===== src/rtl/therm_ramp_ctrl_if.sv =====
`default_nettype none
// ============================================================================
// Module   : therm_ramp_ctrl_if
// Brief    : Target handshake and thermometer-code status bundle.
// Revision : 1.0
// ============================================================================
interface therm_ramp_ctrl_if #(
  parameter int DATA_WIDTH = 8
);
  localparam int c_LVL_W = $clog2(DATA_WIDTH + 1);

  logic                  tgt_valid;
  logic                  tgt_ready;
  logic [DATA_WIDTH-1:0] tgt_code;
  logic                  abort;
  logic [DATA_WIDTH-1:0] codeOut;
  logic [c_LVL_W-1:0]    level;
  logic                  busy;
  logic                  done;
  logic                  err;

  modport master (
    output tgt_valid, tgt_code, abort,
    input  tgt_ready, codeOut, level, busy, done, err
  );

  modport slave (
    input  tgt_valid, tgt_code, abort,
    output tgt_ready, codeOut, level, busy, done, err
  );
endinterface
`default_nettype wire


===== src/rtl/therm_ramp_ctrl.sv =====
`default_nettype none
// ============================================================================
// Module   : therm_ramp_ctrl
// Brief    : Walks a thermometer code toward a validated target, one unit
//            element per STEP_DIV clocks.
// Revision : 1.0
// ============================================================================
module therm_ramp_ctrl #(
  parameter int DATA_WIDTH = 8,
  parameter int STEP_DIV   = 4
) (
  input  wire logic        clk,
  input  wire logic        rst_n,
  therm_ramp_ctrl_if.slave bus
);
  localparam int c_LVL_W = $clog2(DATA_WIDTH + 1);
  localparam int c_CNT_W = (STEP_DIV > 1) ? $clog2(STEP_DIV) : 1;
  localparam logic [c_CNT_W-1:0]    c_RELOAD   = c_CNT_W'(STEP_DIV - 1);
  localparam logic [c_LVL_W-1:0]    c_LVL_ONE  = c_LVL_W'(1);
  localparam logic [DATA_WIDTH-1:0] c_CODE_ONE = DATA_WIDTH'(1);

  typedef enum logic [0:0] {
    S_IDLE = 1'b0,
    S_RAMP = 1'b1
  } state_t;

  state_t                r_state, w_state_nxt;
  logic [DATA_WIDTH-1:0] r_code, w_code_nxt;
  logic [DATA_WIDTH-1:0] r_tgt, w_tgt_nxt;
  logic [c_LVL_W-1:0]    r_level, w_level_nxt;
  logic [c_CNT_W-1:0]    r_cnt, w_cnt_nxt;
  logic                  r_done, w_done_nxt;
  logic                  r_err, w_err_nxt;

  logic                  w_in_legal;
  logic [c_LVL_W-1:0]    w_tgt_level;
  logic                  w_step_up;
  logic [DATA_WIDTH-1:0] w_step_code;
  logic [c_LVL_W-1:0]    w_step_level;

  function automatic logic [c_LVL_W-1:0] popcount(input logic [DATA_WIDTH-1:0] v);
    logic [c_LVL_W-1:0] n;
    n = '0;
    for (int i = 0; i < DATA_WIDTH; i++) begin
      n = n + {{(c_LVL_W-1){1'b0}}, v[i]};
    end
    return n;
  endfunction

  // A thermometer code is 2^k-1, so adding one clears every set bit.
  assign w_in_legal   = ((bus.tgt_code & (bus.tgt_code + c_CODE_ONE)) == '0);
  assign w_tgt_level  = popcount(r_tgt);
  assign w_step_up    = (w_tgt_level > r_level);
  assign w_step_code  = w_step_up ? {r_code[DATA_WIDTH-2:0], 1'b1}
                                  : {1'b0, r_code[DATA_WIDTH-1:1]};
  assign w_step_level = w_step_up ? (r_level + c_LVL_ONE) : (r_level - c_LVL_ONE);

  always_comb begin
    w_state_nxt = r_state;
    w_code_nxt  = r_code;
    w_level_nxt = r_level;
    w_tgt_nxt   = r_tgt;
    w_cnt_nxt   = r_cnt;
    w_done_nxt  = 1'b0;
    w_err_nxt   = 1'b0;
    case (r_state)
      S_IDLE: begin
        if (bus.tgt_valid) begin
          if (!w_in_legal) begin
            w_err_nxt = 1'b1;
          end else begin
            w_tgt_nxt = bus.tgt_code;
            if (bus.tgt_code == r_code) begin
              w_done_nxt = 1'b1;
            end else begin
              w_state_nxt = S_RAMP;
              w_cnt_nxt   = c_RELOAD;
            end
          end
        end
      end
      S_RAMP: begin
        // Abort wins over a step falling due on the same edge.
        if (bus.abort) begin
          w_state_nxt = S_IDLE;
        end else if (r_cnt == '0) begin
          w_code_nxt  = w_step_code;
          w_level_nxt = w_step_level;
          w_cnt_nxt   = c_RELOAD;
          if (w_step_code == r_tgt) begin
            w_state_nxt = S_IDLE;
            w_done_nxt  = 1'b1;
          end
        end else begin
          w_cnt_nxt = r_cnt - 1'b1;
        end
      end
      default: w_state_nxt = S_IDLE;
    endcase
  end

  always_ff @(posedge clk or negedge rst_n) begin
    if (!rst_n) begin
      r_state <= S_IDLE;
      r_code  <= '0;
      r_level <= '0;
      r_tgt   <= '0;
      r_cnt   <= '0;
      r_done  <= 1'b0;
      r_err   <= 1'b0;
    end else begin
      r_state <= w_state_nxt;
      r_code  <= w_code_nxt;
      r_level <= w_level_nxt;
      r_tgt   <= w_tgt_nxt;
      r_cnt   <= w_cnt_nxt;
      r_done  <= w_done_nxt;
      r_err   <= w_err_nxt;
    end
  end

  assign bus.tgt_ready = (r_state == S_IDLE);
  assign bus.busy      = (r_state == S_RAMP);
  assign bus.codeOut   = r_code;
  assign bus.level     = r_level;
  assign bus.done      = r_done;
  assign bus.err       = r_err;
endmodule
`default_nettype wire


===== src/flat_wrapper.sv =====
// flat-port wrapper written by rule: the top's interface ports become plain ports
module therm_ramp_ctrl_flat 
#(
  parameter int DATA_WIDTH = 8,
  parameter int STEP_DIV   = 4
)
  (clk, rst_n, bus_tgt_valid, bus_tgt_code, bus_abort, bus_tgt_ready, bus_codeOut, bus_level, bus_busy, bus_done, bus_err);
  therm_ramp_ctrl_if #(.DATA_WIDTH(DATA_WIDTH)) bus_i ();
  input  wire logic clk;
  input  wire logic rst_n;
  input wire logic [$bits(bus_i.tgt_valid)-1:0] bus_tgt_valid;
  input wire logic [$bits(bus_i.tgt_code)-1:0] bus_tgt_code;
  input wire logic [$bits(bus_i.abort)-1:0] bus_abort;
  output wire logic [$bits(bus_i.tgt_ready)-1:0] bus_tgt_ready;
  output wire logic [$bits(bus_i.codeOut)-1:0] bus_codeOut;
  output wire logic [$bits(bus_i.level)-1:0] bus_level;
  output wire logic [$bits(bus_i.busy)-1:0] bus_busy;
  output wire logic [$bits(bus_i.done)-1:0] bus_done;
  output wire logic [$bits(bus_i.err)-1:0] bus_err;
  assign bus_i.tgt_valid = bus_tgt_valid;
  assign bus_i.tgt_code = bus_tgt_code;
  assign bus_i.abort = bus_abort;
  assign bus_tgt_ready = bus_i.tgt_ready;
  assign bus_codeOut = bus_i.codeOut;
  assign bus_level = bus_i.level;
  assign bus_busy = bus_i.busy;
  assign bus_done = bus_i.done;
  assign bus_err = bus_i.err;
  therm_ramp_ctrl #(.DATA_WIDTH(DATA_WIDTH), .STEP_DIV(STEP_DIV)) u_core (.clk(clk), .rst_n(rst_n), .bus(bus_i));
endmodule

===== config.mk =====
export PLATFORM = sky130hd
export DESIGN_NAME = therm_ramp_ctrl_flat
export DESIGN_NICKNAME = d
export VERILOG_FILES = /design/src/rtl/therm_ramp_ctrl_if.sv /design/src/rtl/therm_ramp_ctrl.sv /design/src/flat_wrapper.sv
export SDC_FILE = /design/constraint.sdc
export NUM_CORES = 1
export LEC_CHECK = 0
export CAP_MARGIN = 15
export CORE_MARGIN = 4
export CORE_UTILIZATION = 25
export DETAILED_ROUTE_END_ITERATION = 8
export PLACE_DENSITY_LB_ADDON = 0.25
export SYNTH_ARGS = -nofsm -noshare
export SYNTH_HDL_FRONTEND = slang
export SYNTH_SLANG_ARGS = --single-unit

===== constraint.sdc =====
create_clock -name clk -period 5.4 [get_ports clk]
set_clock_uncertainty 0.2 [all_clocks]
set_input_delay 1.08 -clock clk [delete_from_list [all_inputs] [get_ports clk]]
set_output_delay 1.08 -clock clk [all_outputs]
set_load 0.01 [all_outputs]

==> impl_metrics.py <==
metrics = {
    "outcome": {
        "status": "completed",
    },
    "worst_setup_path": {
        "arrival_ps": 4670,
        "end_kind": "register",
        "cpPeakStageDelay_ps": 490,
        "worstReg2RegStart": "u_core.r_tgt[1]",
        "r2r_setup_slack_ps": 690,
        "crit_top_cell": "inv_1",
        "critPathKind": "register to register",
        "cp_max_fo": 6,
        "critPathSlowestCell": "fa_1",
        "start_kind": "register",
        "worstPathRequired_ps": 5360,
        "reg2reg_depth": 19,
        "worstReg2RegEnd": "u_core.bus.level[3]",
        "crit_chain": "ha_1 > inv_1 > fa_1 > fa_1 > inv_1 > fa_1 > inv_1 > fa_1 > inv_1 > ha_1 > and4_1 > a21oi_4 > inv_1 > ha_1 > a21o_1 > a21oi_1 > xnor2_1 > nor2_1 > xnor2_1",
    },
    "yosys": {
        "syn-num-nets": 235,
        "synthDistinctLibCells": 46,
        "ys.flop_type": "dfrtp_1",
        "avgSynthCellArea_um2": 9.029,
        "synth_edf_count": 0,
        "syn_inst": 208,
        "syn_area_um2": 1878,
        "yosysSeqAreaShare": 0.3331,
        "synth_seq_cells": 25,
        "yosysWarnings": 0,
        "synthArstFlopShare": 1.000,
    },
    "routing": {
        "viasPerCell": 4.482,
        "vias": 1488,
        "drtIter0Drc": 90,
        "drtAntennaViolNets": 0,
        "totalWireLength_mm": 4.559,
        "drt_drc_violations_left": 0,
        "wire_per_inst_um": 13.73,
        "first_pass_iters": 4,
    },
    "clocking": {
        "ctsResizeCount": 0,
        "path_clk_slew_ps": 110,
        "hold_buffers": 0,
        "post-cts-setup-buffers": 0,
        "clock_latency_ps": 280,
        "cts_tree": "yes",
        "clock-sinks": 25,
        "cts_buffers": 3,
        "clock_path_buffers": 2,
        "htreeDepth": 1,
        "cts-root-buf": "clkbuf_8",
    },
    "placed_design": {
        "port-buffer-count": 27,
        "place_congestion": 0.8576,
        "dp_slack_ps": 698.3,
        "place_hpwl_mm": 3.612,
    },
    "hold_path": {
        "worstHoldPathType": "register to register",
        "hp-start": "u_core.r_cnt[1]",
        "hold_depth": 2,
        "min_to": "u_core.r_cnt[1]",
    },
    "floorplanning": {
        "start_util": 0.2575,
        "dieHeight_um": 94.67,
        "die_area_um2": 8962,
        "coreArea_um2": 7292,
        "ios": 28,
        "num_rows": 31,
        "die_w_um": 94.67,
    },
    "sta": {
        "slew_headroom": 0.4181,
        "worst_pin_slew_ps": 869.7,
        "drv_slew": 0,
        "setup_viol": 0,
        "hold_violations": 0,
        "setup_tns_ps": 0,
        "period_needed_ps": 4708,
        "rsz0062_at_grt": "false",
        "finalWorstSetupSlack_ps": 692.5,
        "fmax_mhz": 212.4,
        "period_share": 0.8718,
    },
    "finish": {
        "syn_to_final_growth_pct": 22.25,
        "nets": 261,
        "antennaDiodeCount": 0,
        "final_common_cell": "clkdlybuf4s50_1",
        "fillers": 795,
        "layout_common_cells": "clkdlybuf4s50_1, nand2_1, dfrtp_1",
        "layout-drive-gt1-share": 0.09013,
    },
    "power": {
        "p_sw_frac": 0.4265,
        "ir_drop_uv": 141.7,
        "clkPwrFrac": 0.155,
        "power.density_nw_per_um2": 338.1,
        "sequentialPowerShare": 0.319,
        "internal_power_mw": 0.4452,
        "p_leak_nw": 0.9467,
        "pwr-share-comb": 0.525,
        "p_switching_mw": 0.3311,
    },
    "global_route": {
        "grt_max_degree": 26,
        "grt_util_all_layers": 0.1092,
        "grt_pass1_vias": 1470,
        "antenna_found_initial": 0,
        "grt_overflow": 0,
        "grt_pass1_wl_mm": 7.679,
    },
    "job": {
        "maxCapViolations": 0,
    },
}
[Yosys cell counts, types with 2 or more instances]
cell | count | share of area
nand2b_1 | 3 | 0.010
a22oi_1 | 2 | 0.0080
inv_1 | 23 | 0.046
or2_2 | 3 | 0.010
buf_2 | 2 | 0.0053
xnor2_1 | 15 | 0.070
mux2i_1 | 4 | 0.021
nor2b_1 | 2 | 0.0067
nor3_1 | 2 | 0.0053
and2_1 | 2 | 0.0067
o21ai_0 | 14 | 0.037
o21ai_1 | 3 | 0.0080
ha_1 | 10 | 0.067
a31oi_1 | 2 | 0.0067
nor2_1 | 9 | 0.018
a311oi_1 | 2 | 0.0093
a21o_1 | 2 | 0.0080
dfrtp_1 | 25 | 0.33
mux2_2 | 5 | 0.030
clkbuf_1 | 5 | 0.010
xor2_1 | 4 | 0.019
nand3_1 | 2 | 0.0053
a21oi_1 | 12 | 0.032
nand2_1 | 26 | 0.052
a211oi_1 | 2 | 0.0080
nand4_1 | 3 | 0.010
fa_1 | 5 | 0.053
[registers in the layout (all words and copies together) (netlist names)]
register            count
u_core.bus.codeOut      8
u_core.bus.level        4
u_core.bus.busy         1
u_core.r_cnt            2
u_core.bus.err          1
u_core.bus.done         1
u_core.r_tgt            8
[through the flow]
| stage | power [mW] | hold WS (ps) | cells | instance area, µm² | utilization |
|---|---|---|---|---|---|
| 2_1_floorplan | 0.5636 | 284.0 | 208 | 1878 | - |
| 5_1_grt | 0.8664 | 396.2 | 332 | 2296 | 0.3149 |
| 3_5_place_dp | 0.6619 | 331.3 | 328 | 2247 | 0.3082 |
| 4_1_cts | 0.7875 | 355.7 | 332 | 2296 | 0.3149 |
| 6_report | 0.7763 | 348.4 | 332 | 2296 | 0.3149 |
| 3_3_place_gp | 0.6590 | 315.2 | 328 | 2247 | 0.3082 |
[power groups by stage]
stage / logic (mW) / clock network, mW / registers, mW
4_1_cts: 0.412 / 0.127 / 0.248
5_1_grt: 0.481 / 0.134 / 0.252
2_1_floorplan: 0.323 / 0 / 0.241
6_report: 0.408 / 0.120 / 0.248
3_5_place_dp: 0.410 / 0 / 0.252
3_3_place_gp: 0.409 / 0 / 0.250
[worst max path at each step]
stage                         start                   to  slack (ps)
global placement    u_core.r_tgt[1]  u_core.bus.level[3]         760
CTS                 u_core.r_tgt[0]  u_core.bus.level[3]         670
floorplan           u_core.r_tgt[1]  u_core.bus.level[3]         650
detailed placement  u_core.r_tgt[0]  u_core.bus.level[3]         700
finish              u_core.r_tgt[1]  u_core.bus.level[3]         690
global route        u_core.r_tgt[1]  u_core.bus.level[3]         380
[routing by layer]
layer / share of wire / global-route usage / routed length, µm
met5: 0 / 0 / 0
met4: 0.0066 / 0.02163 / 30
met3: 0.051 / 0.01673 / 231
met2: 0.45 / 0.1720 / 2054
met1: 0.49 / 0.1582 / 2241
[critical path: cells and delay by family (launching register included)]
kind / cells / cell delay, ps
adder cells (fa/ha/maj): 7 / 2510
flip-flops: 1 / 440
XOR/XNOR: 2 / 290
AND/OR/NAND/NOR: 2 / 360
buffers and inverters: 5 / 330
AO/OA/AOI/OAI: 3 / 470
[layout make-up]
type                            count  area [µm²]  area share
Timing Repair Buffer               29       285.3      0.1243
Multi-Input combinational cell    151        1122      0.4888
Sequential cell                    25       625.6      0.2725
Tap cell                           99       123.9     0.05395
Clock buffer                        3       41.29     0.01798
Inverter                           24       90.09     0.03924
Clock inverter                      1       7.507    0.003270
[logic make-up (layout without fill, tap and decap cells)]
logic type | after synthesis | count (layout) | synth area share
buf+inv | 32 | 57 | 0.06928
compound gates | 48 | 48 | 0.1779
simple gates | 59 | 59 | 0.1512
fa+ha+maj | 15 | 15 | 0.1199
flops | 25 | 25 | 0.3331
mux | 9 | 9 | 0.05130
xor+xnor | 20 | 20 | 0.09727
(Power assumes the default switching activity.)
==> edit 1, RTL diff (same settings) <==
Make the reset (`rst_n`) synchronous in one clocked block.
--- a/src/rtl/therm_ramp_ctrl.sv
+++ b/src/rtl/therm_ramp_ctrl.sv
@@ -100,5 +100,5 @@
   end
 
-  always_ff @(posedge clk or negedge rst_n) begin
+  always_ff @(posedge clk) begin
     if (!rst_n) begin
       r_state <= S_IDLE;
Behaviour: differs if rst_n is asserted again (counterexample within 4 cycles, from zero or initial values and one cycle with rst_n low); with rst_n held inactive, the same outputs for 10 cycles.
==> edit 1 against the unedited design <==
- count of clock-buffer cells in the layout stayed put
- setup slack got worse by 0.16 ns
- routed wire length increased by 11%
- die area grew 2.6%
- cell count rose by 6.6%
- synthesized area grew 2.8%
- maximum frequency shrank 3.4%
- cell area increased by 1.3%
- sequential cell count unchanged
Power is not compared: it rests on default switching activity, and its combinational part moved more than twofold at a synthesized area within 25%.
==> edit 1: results (changes against the unedited design) <==
| Metric | Value |
|---|---|
| Status | finished, final reports clean (unchanged) |
| Reg2reg start | u_core.r_tgt[1] (unchanged) |
| Layout Nets | 283 (was 261) |
| Clock tree buffer depth | 2 (unchanged) |
| Initial antenna violation count | 0 (unchanged) |
| Vias in the first global route | 1,663 (was 1,470) |
| Share of cells above drive strength 1 | 6.27% (was 9.01%) |
| Largest net degree at the start of global routing | 21 (was 26) |
| Setup TNS | 0 ns (unchanged) |
| Reg clk slew, reported paths | 0.10 ns |
| Iter 0 DRT Violations | 72 (was 90) |
| Post-synth cell types | 45 (was 46) |
| HP Class | register to register (unchanged) |
| WHS Endpoint | u_core.r_cnt[1] (unchanged) |
| Async SR Flop Fraction | 0% (was 100%) |
| HPWL after DPL | 3920 um (was 3610 um) |
| Sequential share of the synthesized area | 25.9% (was 33.3%) |
| Ranking of synthesized cells by instance count | dfxtp_1, nor2_1, inv_1 (was nand2_1, dfrtp_1, inv_1) |
| Switching power | 115 uW |
| GRT Util Overall | 11.6% (was 10.9%) |
| Synth Warn # | 0 (unchanged) |
| Filler cells | 803 (was 795) |
| Worst R2R End | u_core.bus.level[3] (unchanged) |
| LEAKAGE | 0.954 nW |
| First-pass GRT wire length | 8360 um (was 7680 um) |
| Slew @ Worst Pin | 0.643 ns (was 0.870 ns) |
| Max VDD drop | 88.7 uV |
| Hold Path Depth | 1 (was 2) |
| Ant diodes | 0 (unchanged) |
| CTS buffer count | 3 (unchanged) |
| Placed Area | 2280 um2 (was 2250 um2) |
| Synth top area cells | dfxtp_1, xor2_1, ha_1, mux2i_1, fa_1 (was dfrtp_1, xnor2_1, ha_1, fa_1, nand2_1) |
| R2R cell count | 20 (was 19) |
| Max FO, Critical Path | 5 (was 6) |
| CTS-repair resized insts | 0 (unchanged) |
| Arr. time, crit path | 4.87 ns (was 4.67 ns) |
| Net count after synthesis | 261 (was 235) |
| WL final | 5070 um (was 4560 um) |
| Hold_sp | u_core.r_cnt[1] (unchanged) |
| Clock root buffer | clkbuf_8 (unchanged) |
| H-tree depth | 1 (unchanged) |
| R2R Setup Slk | 0.53 ns (was 0.69 ns) |
| Gpl congestion | 0.853 (was 0.858) |
| Insertion delay to the later sink of the worst-skew pair | 0.27 ns |
| Post-CTS setup buffers | 0 (unchanged) |
| IO Port Bufs | 27 (unchanged) |
| Via count | 1,681 (was 1,488) |
-- edit 1: final cells by class --
type	instances	area (um2)	area share, %
multi-input combinational	174	1280	55.1
clock buffer	3	41.3	1.78
sequential	25	500	21.5
inverter	23	86.3	3.71
timing repair buffer	29	285	12.3
tap	99	124	5.33
clock inverter	1	7.51	0.323
-- edit 1: cell families after synthesis --
kind of cell,count (synthesis),synth area share (%)
buffers and inverters,35,7.78
muxes,11,5.70
adders and majority gates,15,11.7
DFF,25,25.9
xor gates and xnor gates,18,8.17
and+or+nand+nor,73,19.6
AOI/OAI and AO/OA,57,21.1
-- edit 1: stage by stage --
stage / power (mW) / hold WS, ns / instances / worst slack (ns)
6_report: 0.392 / 0.309 / 354 / 0.528
5_1_grt: 0.415 / 0.337 / 354 / 0.224
4_1_cts: 0.395 / 0.320 / 354 / 0.527
3_5_place_dp: 0.278 / 0.294 / 350 / 0.550
3_3_place_gp: 0.278 / 0.285 / 350 / 0.630
2_1_floorplan: 0.250 / 0.272 / 234 / 0.647
-- edit 1: worst max-delay path by stage --
stage | from | endpoint | cells past startpoint
6_report | u_core.r_tgt[1] | u_core.bus.level[3] | 20
3_3_place_gp | u_core.r_tgt[1] | u_core.bus.level[3] | 20
5_1_grt | u_core.r_tgt[1] | u_core.bus.level[3] | 20
3_5_place_dp | u_core.r_tgt[1] | u_core.bus.level[3] | 20
4_1_cts | u_core.r_tgt[1] | u_core.bus.level[3] | 20
2_1_floorplan | u_core.r_tgt[1] | u_core.bus.level[3] | 21
-- edit 1: worst max-delay path, stage by stage, from the launching register on --
cell and delay (ns):
dfxtp_1 0.42, ha_1 0.26, inv_1 0.06, fa_1 0.42
fa_1 0.49, inv_1 0.05, fa_1 0.37, inv_1 0.08
fa_1 0.41, inv_1 0.06, ha_1 0.19, nand2b_2 0.11
a21o_4 0.25, a21oi_2 0.14, inv_1 0.09, ha_1 0.27
a21o_2 0.21, a21oi_1 0.16, xnor2_1 0.09, or3_1 0.31
a21oi_1 0.14
-- edit 1: layer usage --
metal	global-route usage [%]	share of wire, %	up-vias
met3	1.49	4.3	8
met4	3.79	1.8	0
li1	-	-	856
met1	16.3	50	770
met2	18.2	44	47
met5	0	0	-
-- edit 1: power groups by stage --
stage | clock network, mW | logic (mW) | registers [mW]
finish | 0.118 | 0.0833 | 0.191
global route | 0.131 | 0.0924 | 0.191
CTS | 0.121 | 0.0835 | 0.191
detailed placement | 0 | 0.0828 | 0.195
global placement | 0 | 0.0833 | 0.195
floorplan | 0 | 0.0560 | 0.194
==> edit 2, RTL diff (same settings) <==
Made on the original files. `DATA_WIDTH` is set to 8 in 3 places; all go to 4.
--- a/src/rtl/therm_ramp_ctrl_if.sv
+++ b/src/rtl/therm_ramp_ctrl_if.sv
@@ -6,5 +6,5 @@
 // ============================================================================
 interface therm_ramp_ctrl_if #(
-  parameter int DATA_WIDTH = 8
+  parameter int DATA_WIDTH = 4
 );
   localparam int c_LVL_W = $clog2(DATA_WIDTH + 1);
--- a/src/rtl/therm_ramp_ctrl.sv
+++ b/src/rtl/therm_ramp_ctrl.sv
@@ -7,5 +7,5 @@
 // ============================================================================
 module therm_ramp_ctrl #(
-  parameter int DATA_WIDTH = 8,
+  parameter int DATA_WIDTH = 4,
   parameter int STEP_DIV   = 4
 ) (
--- a/src/flat_wrapper.sv
+++ b/src/flat_wrapper.sv
@@ -2,5 +2,5 @@
 module therm_ramp_ctrl_flat 
 #(
-  parameter int DATA_WIDTH = 8,
+  parameter int DATA_WIDTH = 4,
   parameter int STEP_DIV   = 4
 )
Ports: changed (resized bus_codeOut, bus_level and bus_tgt_code); port bits go from 28 to 19. No check against the original RTL was run, so the function may have changed too.
==> edit 2 against the unedited design <==
- power fell by 24%
- sequential cell count fell by 9
- clock power fell by 8%
- synthesized area fell by 46%
- first-iteration DRC count fell by 60%
- core utilization rose by 2.8 points
- hold slack got worse by 0.075 ns
- setup slack improved by 1.2 ns
- cell area fell by 43%
- via count fell by 45%
- routed wire length fell by 51%
==> edit 2: results (changes against the unedited design) <==
| Metric | Value |
|---|---|
| Status | finished, final reports clean (unchanged) |
| Net count after synthesis | 124 (was 235) |
| Share of cells above drive strength 1 | 8.53% (was 9.01%) |
| Arr. time, crit path | 3.47 ns (was 4.67 ns) |
| GR Util met3 | 2.52% (was 1.67%) |
| LEAKAGE | 0.609 nW (was 0.947 nW) |
| Worst R2R End | u_core.bus.level[2] (was u_core.bus.level[3]) |
| R2R Setup Slk | 1.87 ns (was 0.69 ns) |
| HPWL after DPL | 1690 um (was 3610 um) |
| Largest net degree at the start of global routing | 17 (was 26) |
| Post-synth cell types | 35 (was 46) |
| Reg clk slew, reported paths | 0.07 ns (was 0.11 ns) |
| Synth top area cells | dfrtp_1, ha_1, nand2_1, inv_1, fa_1 (was dfrtp_1, xnor2_1, ha_1, fa_1, nand2_1) |
| R2R cell count | 12 (was 19) |
| Iter 0 DRT Violations | 36 (was 90) |
| Max VDD drop | 125 uV (was 142 uV) |
| WL final | 2220 um (was 4560 um) |
| Ranking of synthesized cells by instance count | dfrtp_1, nand2_1, inv_1 (was nand2_1, dfrtp_1, inv_1) |
| Hold_sp | u_core.r_cnt[0] (was u_core.r_cnt[1]) |
| First-pass GRT wire length | 3970 um (was 7680 um) |
| Gpl congestion | 0.796 (was 0.858) |
| GRT Util Overall | 9.99% (was 10.9%) |
| WHS Endpoint | u_core.r_cnt[0] (was u_core.r_cnt[1]) |
| DR vias/cell | 4.61 (was 4.48) |
| Sequential share of the synthesized area | 39.6% (was 33.3%) |
| GR Util met2 | 16.1% (was 17.2%) |
## edit 2: changes by cell type in the layout (fill, tap and decap cells not counted), sizes merged, moves of 3 or more
cell,delta
inv,-13
dfrtp,-9
fa,-3
or2,-3
nor2b,+4
xnor2,-12
a21oi,-12
clkdlybuf4s50,-9
ha,-4
o21ai,-10
mux2i,-3
nand2,-14
## edit 2: stage by stage
step | util [%] | hold slack [ns] | worst slack (ns) | cells
after floorplan | - | 0.240 | 2.12 | 108
after global placement | 32.8 | 0.252 | 1.96 | 173
after detailed placement | 32.8 | 0.267 | 1.88 | 173
after CTS | 34.3 | 0.274 | 1.88 | 177
after global routing | 34.3 | 0.290 | 1.65 | 177
final | 34.3 | 0.274 | 1.87 | 177
## edit 2: worst max-delay path by stage
stage | depth (start not counted) | start | endpoint
after floorplan | 12 | u_core.r_tgt[0] | u_core.bus.level[2]
after global placement | 12 | u_core.r_tgt[0] | u_core.bus.level[2]
after detailed placement | 12 | u_core.r_tgt[0] | u_core.bus.level[2]
after CTS | 12 | u_core.r_tgt[0] | u_core.bus.level[2]
after global routing | 12 | u_core.r_tgt[0] | u_core.bus.level[2]
final | 12 | u_core.r_tgt[0] | u_core.bus.level[2]
## edit 2: layout make-up
type / count / area [um2]
fillers: 411 / 2500
inverters: 11 / 41.3
repair buffers: 18 / 180
well taps: 48 / 60.1
clock buffers: 4 / 55.1
multi-input cells: 80 / 566
flip-flops and latches: 16 / 400
## edit 2: routing by layer
layer,routed length (um),vias to the layer above
met3,103,2
met4,36,0
li1,-,408
met1,1010,387
met2,1060,19
met5,0,-
## edit 2: where the power goes
part	switching [mW]	total, mW	internal (mW)
logic	0.138	0.284	0.146
registers	0.0407	0.193	0.153
clock network	0.0460	0.111	0.0648
total	0.225	0.589	0.364
## edit 2: worst max-delay path: stages, from the launching register on
cell and delay [ns]:
dfrtp_1 0.44, ha_1 0.34, fa_1 0.43, ha_1 0.29
ha_1 0.29, nand3_1 0.11, o21ai_1 0.11, nor2_1 0.28
inv_1 0.17, fa_1 0.40, xnor2_1 0.16, nor2_1 0.06
xnor2_1 0.13
## edit 2: cell families after synthesis
logic type               Yosys count  synth area share, %
AND/OR/NAND/NOR                   43                 22.5
buffers and inverters             12                 4.57
multiplexers                       4                 4.33
adder cells (fa/ha/maj)            8                 11.4
flip-flops                        16                 39.6
AO/OA/AOI/OAI                     18                 11.6
XOR/XNOR                           7                 6.06
